### src/rtl/spart_tx_mmio_if.sv
// Data-memory bus slice seen by the SPART TX register window.
// Master is the processor side; slave is the peripheral decoding the window.
interface spart_tx_mmio_if;
  logic [31:0] addr;
  logic [31:0] wdata;
  logic        wr;
  logic        en;
  logic        hit;
  logic [31:0] rdata;

  modport master (output addr, wdata, wr, en, input  hit, rdata);
  modport slave  (input  addr, wdata, wr, en, output hit, rdata);
endinterface

### src/rtl/spart_tx_mmio.sv
// Memory-mapped, FIFO-buffered 8N1 SPART transmitter with programmable baud.
// Define SPART_TX_IRQ_EN to build the low-water interrupt and the STATUS.ien bit.
module spart_tx_mmio #(
  parameter logic [31:0] BASE_ADDR  = 32'h1000_0000,
  parameter int          FIFO_DEPTH = 16,
  parameter logic [15:0] BAUD_RST   = 16'h0A2C,
  parameter int          LOW_WATER  = 4
) (
  input  logic           clk,
  input  logic           rst,
  spart_tx_mmio_if.slave bus,
  output logic           txd,
  output logic           irq
);

  localparam int              AW         = $clog2(FIFO_DEPTH);
  localparam int              CW         = AW + 1;
  localparam logic [CW-1:0]   DEPTH_C    = CW'(FIFO_DEPTH);
  localparam logic [3:0]      OFF_TXDATA = 4'h0;
  localparam logic [3:0]      OFF_STATUS = 4'h4;
  localparam logic [3:0]      OFF_BAUD   = 4'h8;

  typedef enum logic [1:0] {IDLE, START, DATA, STOP} state_t;

  state_t          state, state_next;
  logic [7:0]      mem [FIFO_DEPTH];
  logic [AW-1:0]   wr_ptr, rd_ptr;
  logic [CW-1:0]   count;
  logic [31:0]     count_ext;
  logic [15:0]     baud, timer;
  logic [7:0]      shreg;
  logic [2:0]      bit_idx;
  logic [3:0]      off;
  logic [31:0]     status;
  logic            wr_txdata, wr_status, wr_baud;
  logic            full, empty, push, pop;
  logic            ovf, ien, idle;
  logic            txd_next, load_bit, shift, bit_end;
  logic            unused_bits;

  // Register window decode
  assign bus.hit   = (bus.addr[31:4] == BASE_ADDR[31:4]);
  assign off       = bus.addr[3:0];
  assign wr_txdata = bus.hit & bus.wr & (off == OFF_TXDATA);
  assign wr_status = bus.hit & bus.wr & (off == OFF_STATUS);
  assign wr_baud   = bus.hit & bus.wr & (off == OFF_BAUD);

  assign full  = (count == DEPTH_C);
  assign empty = (count == '0);
  // full is the pre-pop value, so a write while full is dropped even if a pop frees a slot
  assign push  = wr_txdata & ~full;

  always_ff @(posedge clk or posedge rst) begin
    if (rst) begin
      wr_ptr <= '0;
      rd_ptr <= '0;
      count  <= '0;
    end else begin
      if (push) wr_ptr <= wr_ptr + 1'b1;
      if (pop)  rd_ptr <= rd_ptr + 1'b1;
      case ({push, pop})
        2'b10:   count <= count + 1'b1;
        2'b01:   count <= count - 1'b1;
        default: ;
      endcase
    end
  end

  // NOTE: the storage array is deliberately not reset; pointers and count define validity,
  // and a reset-free array can map onto RAM.
  always_ff @(posedge clk) begin
    if (push) mem[wr_ptr] <= bus.wdata[7:0];
  end

  always_ff @(posedge clk or posedge rst) begin
    if (rst) begin
      ovf  <= 1'b0;
      baud <= BAUD_RST;
    end else begin
      if (wr_txdata & full)                ovf <= 1'b1;
      else if (wr_status & bus.wdata[2])   ovf <= 1'b0;
      if (wr_baud) baud <= bus.wdata[15:0];
    end
  end

`ifdef SPART_TX_IRQ_EN
  localparam logic [CW-1:0] LOW_C = CW'(LOW_WATER);

  always_ff @(posedge clk or posedge rst) begin
    if (rst) begin
      ien <= 1'b0;
      irq <= 1'b0;
    end else begin
      if (wr_status) ien <= bus.wdata[3];
      irq <= ien & (count <= LOW_C);
    end
  end
`else
  assign ien = 1'b0;
  assign irq = 1'b0;
`endif

  // Serialiser: state register
  // NOTE: clocked state uses non-blocking assignments so every flop samples pre-edge values.
  always_ff @(posedge clk or posedge rst) begin
    if (rst) state <= IDLE;
    else     state <= state_next;
  end

  assign bit_end = (timer == '0);

  // Serialiser: next state
  // NOTE: each combinational block assigns defaults first so no path leaves a latch.
  always_comb begin
    state_next = state;
    unique case (state)
      IDLE:  if (!empty)                     state_next = START;
      START: if (bit_end)                    state_next = DATA;
      DATA:  if (bit_end && bit_idx == 3'd7) state_next = STOP;
      STOP:  if (bit_end)                    state_next = empty ? IDLE : START;
      default:                               state_next = IDLE;
    endcase
  end

  // Serialiser: outputs; STOP pops straight into the next START for gapless frames
  always_comb begin
    txd_next = 1'b1;
    pop      = 1'b0;
    load_bit = 1'b0;
    shift    = 1'b0;
    unique case (state)
      IDLE: begin
        pop      = ~empty;
        load_bit = ~empty;
      end
      START: begin
        txd_next = 1'b0;
        load_bit = bit_end;
      end
      DATA: begin
        txd_next = shreg[0];
        load_bit = bit_end;
        shift    = bit_end;
      end
      STOP: begin
        pop      = bit_end & ~empty;
        load_bit = bit_end & ~empty;
      end
      default: ;
    endcase
  end

  // Timer reloads only at bit starts, so a BAUD write never stretches the bit in flight
  always_ff @(posedge clk or posedge rst) begin
    if (rst) begin
      txd     <= 1'b1;
      timer   <= '0;
      shreg   <= '0;
      bit_idx <= '0;
    end else begin
      txd <= txd_next;
      if (load_bit)     timer <= baud;
      else if (!bit_end) timer <= timer - 1'b1;
      if (pop)        shreg <= mem[rd_ptr];
      else if (shift) shreg <= {1'b0, shreg[7:1]};
      if (state == START) bit_idx <= '0;
      else if (shift)     bit_idx <= bit_idx + 1'b1;
    end
  end

  assign idle      = empty & (state == IDLE);
  assign count_ext = 32'(count);
  assign status    = {16'h0, count_ext[7:0], 4'h0, ien, ovf, idle, ~full};

  always_comb begin
    bus.rdata = '0;
    if (bus.hit && bus.en && !bus.wr) begin
      case (off)
        OFF_STATUS: bus.rdata = status;
        OFF_BAUD:   bus.rdata = {16'h0, baud};
        default:    bus.rdata = '0;
      endcase
    end
  end

  assign unused_bits = ^{bus.wdata[31:16]};

endmodule
### src/flat_wrapper.sv
// flat-port wrapper written by rule: the top's interface ports become plain ports
module spart_tx_mmio_flat 
#(
  parameter logic [31:0] BASE_ADDR  = 32'h1000_0000,
  parameter int          FIFO_DEPTH = 16,
  parameter logic [15:0] BAUD_RST   = 16'h0A2C,
  parameter int          LOW_WATER  = 4
)
  (clk, rst, txd, irq, bus_addr, bus_wdata, bus_wr, bus_en, bus_hit, bus_rdata);
  spart_tx_mmio_if bus_i ();
  input  logic clk;
  input  logic rst;
  output logic txd;
  output logic irq;
  input wire logic [$bits(bus_i.addr)-1:0] bus_addr;
  input wire logic [$bits(bus_i.wdata)-1:0] bus_wdata;
  input wire logic [$bits(bus_i.wr)-1:0] bus_wr;
  input wire logic [$bits(bus_i.en)-1:0] bus_en;
  output wire logic [$bits(bus_i.hit)-1:0] bus_hit;
  output wire logic [$bits(bus_i.rdata)-1:0] bus_rdata;
  assign bus_i.addr = bus_addr;
  assign bus_i.wdata = bus_wdata;
  assign bus_i.wr = bus_wr;
  assign bus_i.en = bus_en;
  assign bus_hit = bus_i.hit;
  assign bus_rdata = bus_i.rdata;
  spart_tx_mmio #(.BASE_ADDR(BASE_ADDR), .FIFO_DEPTH(FIFO_DEPTH), .BAUD_RST(BAUD_RST), .LOW_WATER(LOW_WATER)) u_core (.clk(clk), .rst(rst), .bus(bus_i), .txd(txd), .irq(irq));
endmodule
### config.mk
export PLATFORM = sky130hd
export DESIGN_NAME = spart_tx_mmio_flat
export DESIGN_NICKNAME = d
export VERILOG_FILES = /design/src/rtl/spart_tx_mmio_if.sv /design/src/rtl/spart_tx_mmio.sv /design/src/flat_wrapper.sv
export SDC_FILE = /design/constraint.sdc
export NUM_CORES = 1
export LEC_CHECK = 0
export BUFFER_PORTS_ARGS = -buffer_cell sky130_fd_sc_hd__buf_2
export CORE_MARGIN = 1
export CORE_UTILIZATION = 60
export DETAILED_ROUTE_END_ITERATION = 6
export GPL_TIMING_DRIVEN = 0
export PLACE_DENSITY = 0.92
export SYNTH_ARGS = -nofsm -noshare
export SYNTH_HDL_FRONTEND = slang
export SYNTH_SLANG_ARGS = --single-unit
### constraint.sdc
create_clock -name clk -period 6.1 [get_ports clk]
set_input_delay 0.61 -clock clk [delete_from_list [all_inputs] [get_ports clk]]
set_output_delay 0.61 -clock clk [all_outputs]
set_load 0.02 [all_outputs]
== After elaboration in Yosys (flattened, before gate mapping) ==
Memories as Yosys holds them, arrays and structs flattened.
Index checks and enable logic that the tools add are counted.

* Memories: 1
* Output and inout port bits: 35
* Bits in registers: 60
* Word-level logic and storage cells: 80
* Input bits: 68
* Memory bits (writable): 128

* Reduce and logical (&&, ||, !) cells: 14
* Eq/ne operators: 15
* Bitwise gates (word level): 11
* Add/sub/neg operators: 6
* Muxes and demuxes: 23

{| class="wikitable"
|+ Memories
! name !! words !! width !! read ports !! clocked after memory_dff !! write ports !! line !! source
|-
| u_core.mem || 16 || 8 || 1 || 0 || 1 || spart_tx_mmio.sv:26 || <nowiki>logic [7:0] mem [FIFO_DEPTH];</nowiki>
|}

{| class="wikitable"
|+ Operator list
! kind !! count
|-
| 2-to-1 mux 16 bit || 2
|-
| 2-to-1 mux 32 bit || 1
|-
| one-hot mux 16 bit (2 select lines) || 1
|-
| equality test 28 x 25 -> 1 bit (second input constant) || 1
|-
| logical NOT 16 bit || 1
|-
| 2-to-1 mux 8 bit || 2
|-
| subtractor 16 x 1 -> 16 bit (second input constant) || 1
|-
| one-hot mux 5 bit (2 select lines) || 1
|-
| AND 1 bit || 9
|-
| adder 4 x 1 -> 4 bit (second input constant) || 2
|-
| 2-to-1 mux 2 bit || 4
|-
| != test 2 x 1 -> 1 bit (second input constant) || 4
|-
| one-hot mux 2 bit (4 select lines) || 1
|-
| nonzero test 2 bit || 4
|-
| equality test 2 bit (second input constant) || 3
|-
| 2-to-1 mux 1 bit || 6
|-
| 2-to-1 mux 3 bit || 2
|-
| adder 5 x 1 -> 5 bit (second input constant) || 1
|-
| equality test 5 bit (second input constant) || 1
|-
| logical NOT 5 bit || 1
|-
| subtractor 5 x 1 -> 5 bit (second input constant) || 1
|-
| equality test 2 x 1 -> 1 bit (second input constant) || 2
|-
| equality test 4 x 3 -> 1 bit (second input constant) || 1
|-
| equality test 4 bit (second input constant) || 1
|-
| other kinds (12) || 16
|}

== Longest topological paths before layout ==
* Depth in word-level cells: 6
* Depth in mapped cells: 17
* Depth with buffers taken out: 14

== Worst setup path before layout ==
OpenSTA, ideal clock, no wires.

* Kind: input to register
* From: input bus_addr[14]
* To: register u_core.count[4]
* Path slack: 2.850 ns
* Library setup time: 0.080 ns
* Buffers on the path: 2
* Data required time: 6.020 ns
* Cell stages on the path: 14
* Arrival time: 3.170 ns
* Cells stage by stage: nor4_1 > nand4_1 > nor3_2 > nand3_2 > clkbuf_1 > ha_1 > clkbuf_1 > xor2_1 > ha_1 > a21o_1 > nand2_1 > a21oi_1 > o21bai_1 > xnor2_1

* Word-level cells in the longest chain between the ends: 6
* Elaborated cells on any way between the ends: 8
* Classes of those cells: eq/ne: 3; mux: 1; bitwise: 3; reduce/logical: 1

{| class="wikitable"
|+ Ends and longest elaborated chain
! what !! line !! source
|-
| from (decl) || flat_wrapper.sv:15 || <nowiki>input wire logic [$bits(bus_i.addr)-1:0] bus_addr;</nowiki>
|-
| equality test 28 x 25 -> 1 bit (*) || spart_tx_mmio.sv:42 || <nowiki>assign bus.hit = (bus.addr[31:4] == BASE_ADDR[31:4]);</nowiki>
|-
| AND 1 bit (*) (2 in series) || spart_tx_mmio.sv:44 || <nowiki>assign wr_txdata = bus.hit & bus.wr & (off == OFF_TXDATA);</nowiki>
|-
| AND 1 bit (*) || spart_tx_mmio.sv:51 || <nowiki>assign push = wr_txdata & ~full;</nowiki>
|-
| equality test 2 x 1 -> 1 bit / equality test 2 bit (equally long branches) || spart_tx_mmio.sv:61 || <nowiki>case ({push, pop})</nowiki>
|-
| one-hot mux 5 bit (2 select lines) / nonzero test 2 bit (equally long branches) || -- ||
|-
| to (signal assigned) || spart_tx_mmio.sv:62 || <nowiki>2'b10: count <= count + 1'b1;</nowiki>
|-
| to (signal assigned) || spart_tx_mmio.sv:63 || <nowiki>2'b01: count <= count - 1'b1;</nowiki>
|-
| to (decl) || spart_tx_mmio.sv:28 || <nowiki>logic [CW-1:0] count;</nowiki>
|}

Mark *: on every way between the ends. The rest lies on a longest branch, timed or not.
A chain may end at the register's enable or synchronous reset.

== Final worst setup path ==
* From: register u_core.timer[0]
* To: register u_core.count[4]

* Word-level cells in the longest chain between the ends: 5
* Elaborated cells on any way between the ends: 7
* Classes of those cells: eq/ne: 2; mux: 2; bitwise: 1; reduce/logical: 2

{| class="wikitable"
|+ Ends and longest elaborated chain
! what !! line !! source
|-
| from (decl) || spart_tx_mmio.sv:30 || <nowiki>logic [15:0] baud, timer;</nowiki>
|-
| from (signal assigned) || spart_tx_mmio.sv:162 || <nowiki>if (load_bit) timer <= baud;</nowiki>
|-
| from (signal assigned) || spart_tx_mmio.sv:163 || <nowiki>else if (!bit_end) timer <= timer - 1'b1;</nowiki>
|-
| logical NOT 16 bit (*) || spart_tx_mmio.sv:110 || <nowiki>assign bit_end = (timer == '0);</nowiki>
|-
| AND 1 bit (*) || spart_tx_mmio.sv:146 || <nowiki>pop = bit_end & ~empty;</nowiki>
|-
| one-hot mux 1 bit (2 select lines) (*) || spart_tx_mmio.sv:131 || <nowiki>unique case (state)</nowiki>
|-
| equality test 2 x 1 -> 1 bit / equality test 2 bit (equally long branches) || spart_tx_mmio.sv:61 ||
|-
| one-hot mux 5 bit (2 select lines) / nonzero test 2 bit (equally long branches) || -- ||
|}

Marks and branches as above.

==> run metrics <==
Setup Fix Bufs, Post-CTS 0; post-synth top area cell edfxtp_1; initial DRC count 538; #FFs+latches synth around 190; Switching Share a little under a quarter; Synth top area share approximately 45%; RePlAce Congestion 0.900; status finished clean; clk slew on worst S/H paths 0.08 ns; Core ar. 13,900 sq um; Worst setup EP type register; TNS Setup 0 ns; most used cell, CP ha_1; Post-synth top flop edfxtp_1; io pins 103; Die Width 121 microns; CP Class register to register; Max Fclk between 200 and 300 MHz; Final WS setup ~2.1 ns; top post-synthesis cells by area edfxtp_1, dfrtp_1, mux4_2; Worst Path Buf+Inv 5; final hold vios 0; Final Critical Period 3.98 ns; Worst-Skew Late Latency 0.44 ns; dpl ws 2.11 ns; PD cells 280 nW/um^2; Placed Cells 829; post_cts resized 0; first-pass GRT wire length 30,300 microns; Final ANT Viol Nets 0; Root Driver clkbuf_16; Max Root-Sink Buffers 2; synthesized cell area 8540 sq um; CP Data Arrival Time ~4.3 ns; Yosys cell types 60; Yosys warning count 0; RSZ-0062 raised after global routing no; first-pass iteration count of the detailed router 5; vias after detailed routing around 5,400; number of synthesized flops with an enable pin 128; sequential cell area fraction in the yosys report 62.7%; CP delay by family, top buffers and inverters; Num CTS Buffers 17; Slew Limit Fails 0; Post-Route WL 19,400 microns; hold_ws ~0.16 ns; Setup Viol. Count Final 0; Sw Pwr 0.624 mW; FP Rows 43; slowest stage delay, CP around 0.43 ns; actual slew at the worst max-slew pin 1.33 ns; Layout Skew roughly 0.013 ns; Logic pwr share 7.4%; WL/cell between 20 and 25 microns; Core Util, Final approximately 70%; Avg Inst Size Synth approximately 15 sq um; CP Cell Sequence inv_1 > ha_1 > nor2b_1 > and3_1 > clkbuf_1 > a31oi_1 > nor3b_1 > buf_4 > ha_1 > clkbuf_1 > xor2_1 > ha_1 > inv_1 > o21ai_0 > a21oi_1 > o21bai_1 > xnor2_1; CTS tree done; CP Data Required Time 6.45 ns; Layout Cells excl Fill 861; Seq pwr share 50.9%; fin nets 752; Final Cycle Share between 60% and 70%; initial antenna violation count 0; clock sinks 188; Die Y 121 microns; ANT cells 0; cell internal pwr 2.13 mW; hold crit path type input pin to asynchronous set/reset pin; leading cell types by count after synthesis edfxtp_1, dfrtp_1, mux4_2, nor2_1, nand2_1; largest net degree at the start of global routing 46; Initial Utilization 61.5%; relative slew slack 10.3%; DR DRC count 0; CTS H-tree depth 4; maximum vdd ir drop 0.290 mV; post-DP HPWL 12,900 microns; vias in the first global route 5,449; Leakage 3.99 nW; GRT Residual Overflow 0; slowest CP cell dfrtp_1; Synth-to-Final Area Change 15.2%; post-synthesis async set-or-reset flop share 31.9%; Gate Count Post-Synth ~560; Total GRT Usage between 20% and 30%; max_cap viols 0; layout cell share with drive strength beyond 1 28.3%; Hold Buf Count CTS 0; PortBufs 69; Worst Setup Start Kind register; most numerous cell in the Yosys netlist edfxtp_1; CP max FO 11; clock network power share 41.7%; die footprint ~15,000 sq um; Vias/cell 6.30
-- metrics by stage --
step,cell area (sq um),power [mW]
3_3_place_gp,9170,1.61
6_report,9840,2.76
3_5_place_dp,9220,1.63
5_1_grt,9840,2.83
2_1_floorplan,8600,1.56
4_1_cts,9830,2.76
-- path summary, 6_finish.rpt --
kind	to	slack [ns]	startpoint	cells past startpoint
min reg2reg	u_core.txd	0.51	u_core.shreg[0]	2
min	u_core.rd_ptr[0]	0.16	rst	2
max in group asynchronous	u_core.baud[9]	5.30	rst	3
min in group clk	u_core.baud[13]	0.39	bus_wdata[13]	2
max reg2reg	u_core.count[4]	2.12	u_core.timer[0]	17
max	u_core.count[4]	2.12	u_core.timer[0]	17
-- area by class of cell --
cell class	instances	area [sq um]
fill	839	4040
tap	180	225
buffer	46	288
inverter	12	45.0
clock inverter	15	189
timing repair buffer	70	365
multi-input combinational	333	2950
sequential	188	5350
clock buffer	17	425
-- sequential cells by signal (all words and copies together), names as in the netlist --
name and count:
u_core.mem 128, u_core.baud 16, u_core.timer 16, u_core.shreg 8, u_core.count 5, u_core.rd_ptr 4, u_core.wr_ptr 4, u_core.bit_idx 3
u_core.state 2, u_core.ovf 1, u_core.txd 1
-- worst register-to-register path, delay by kind of cell, from the launching register on --
kind,cells,cell delay [ns]
xor gates and xnor gates,2,0.35
buffers and inverters,5,1.02
and+or+nand+nor,3,0.79
DFF,1,0.43
AOI/OAI and AO/OA,4,0.66
adders and majority gates,3,0.65
-- power by group through the flow --
stage	Combinational (mW)	Sequential, mW	Clock, mW
final	0.205	1.40	1.15
after detailed placement	0.200	1.43	0
after global placement	0.182	1.43	0
after global routing	0.222	1.41	1.20
after CTS	0.203	1.41	1.15
after floorplan	0.135	1.43	0
-- metal layers --
layer	wire length (microns)	vias to the layer above	track usage (%)	share of wire (%)
met1	7350	2757	35.5	38
met5	0	-	0	0
met4	606	0	13.3	3.1
li1	-	2343	-	-
met2	9980	276	48.4	52
met3	1420	46	5.83	7.3
-- kinds of logic (layout without fill, tap and decap cells) --
family,after synthesis,after routing,synth area share (%)
flip-flops,188,188,62.7
AND/OR/NAND/NOR,144,144,9.67
multiplexers,73,73,13.7
AO/OA/AOI/OAI,58,58,5.10
buffers and inverters,58,160,3.90
XOR/XNOR,25,25,2.56
adder cells (fa/ha/maj),16,16,2.34
other,1,17,0.0439
-- cells in the final DEF, fill, tap and decap left out, types with 7 or more instances in the layout --
cell / instances
buf_4: 19
a221oi_1: 8
clkbuf_1: 12
nor2_1: 29
edfxtp_1: 128
buf_2: 77
a21oi_1: 7
nor4_1: 11
a21o_1: 9
inv_1: 11
and3_1: 11
conb_1: 17
xnor2_1: 14
nand3_1: 16
mux2_1: 17
mux4_2: 32
xor2_1: 11
mux2i_1: 18
a22o_1: 8
clkbuf_16: 17
a22oi_1: 8
dfrtp_1: 54
ha_1: 16
nand2_1: 20
nor3_1: 15
No activity file was read; power rests on OpenSTA's default activity.
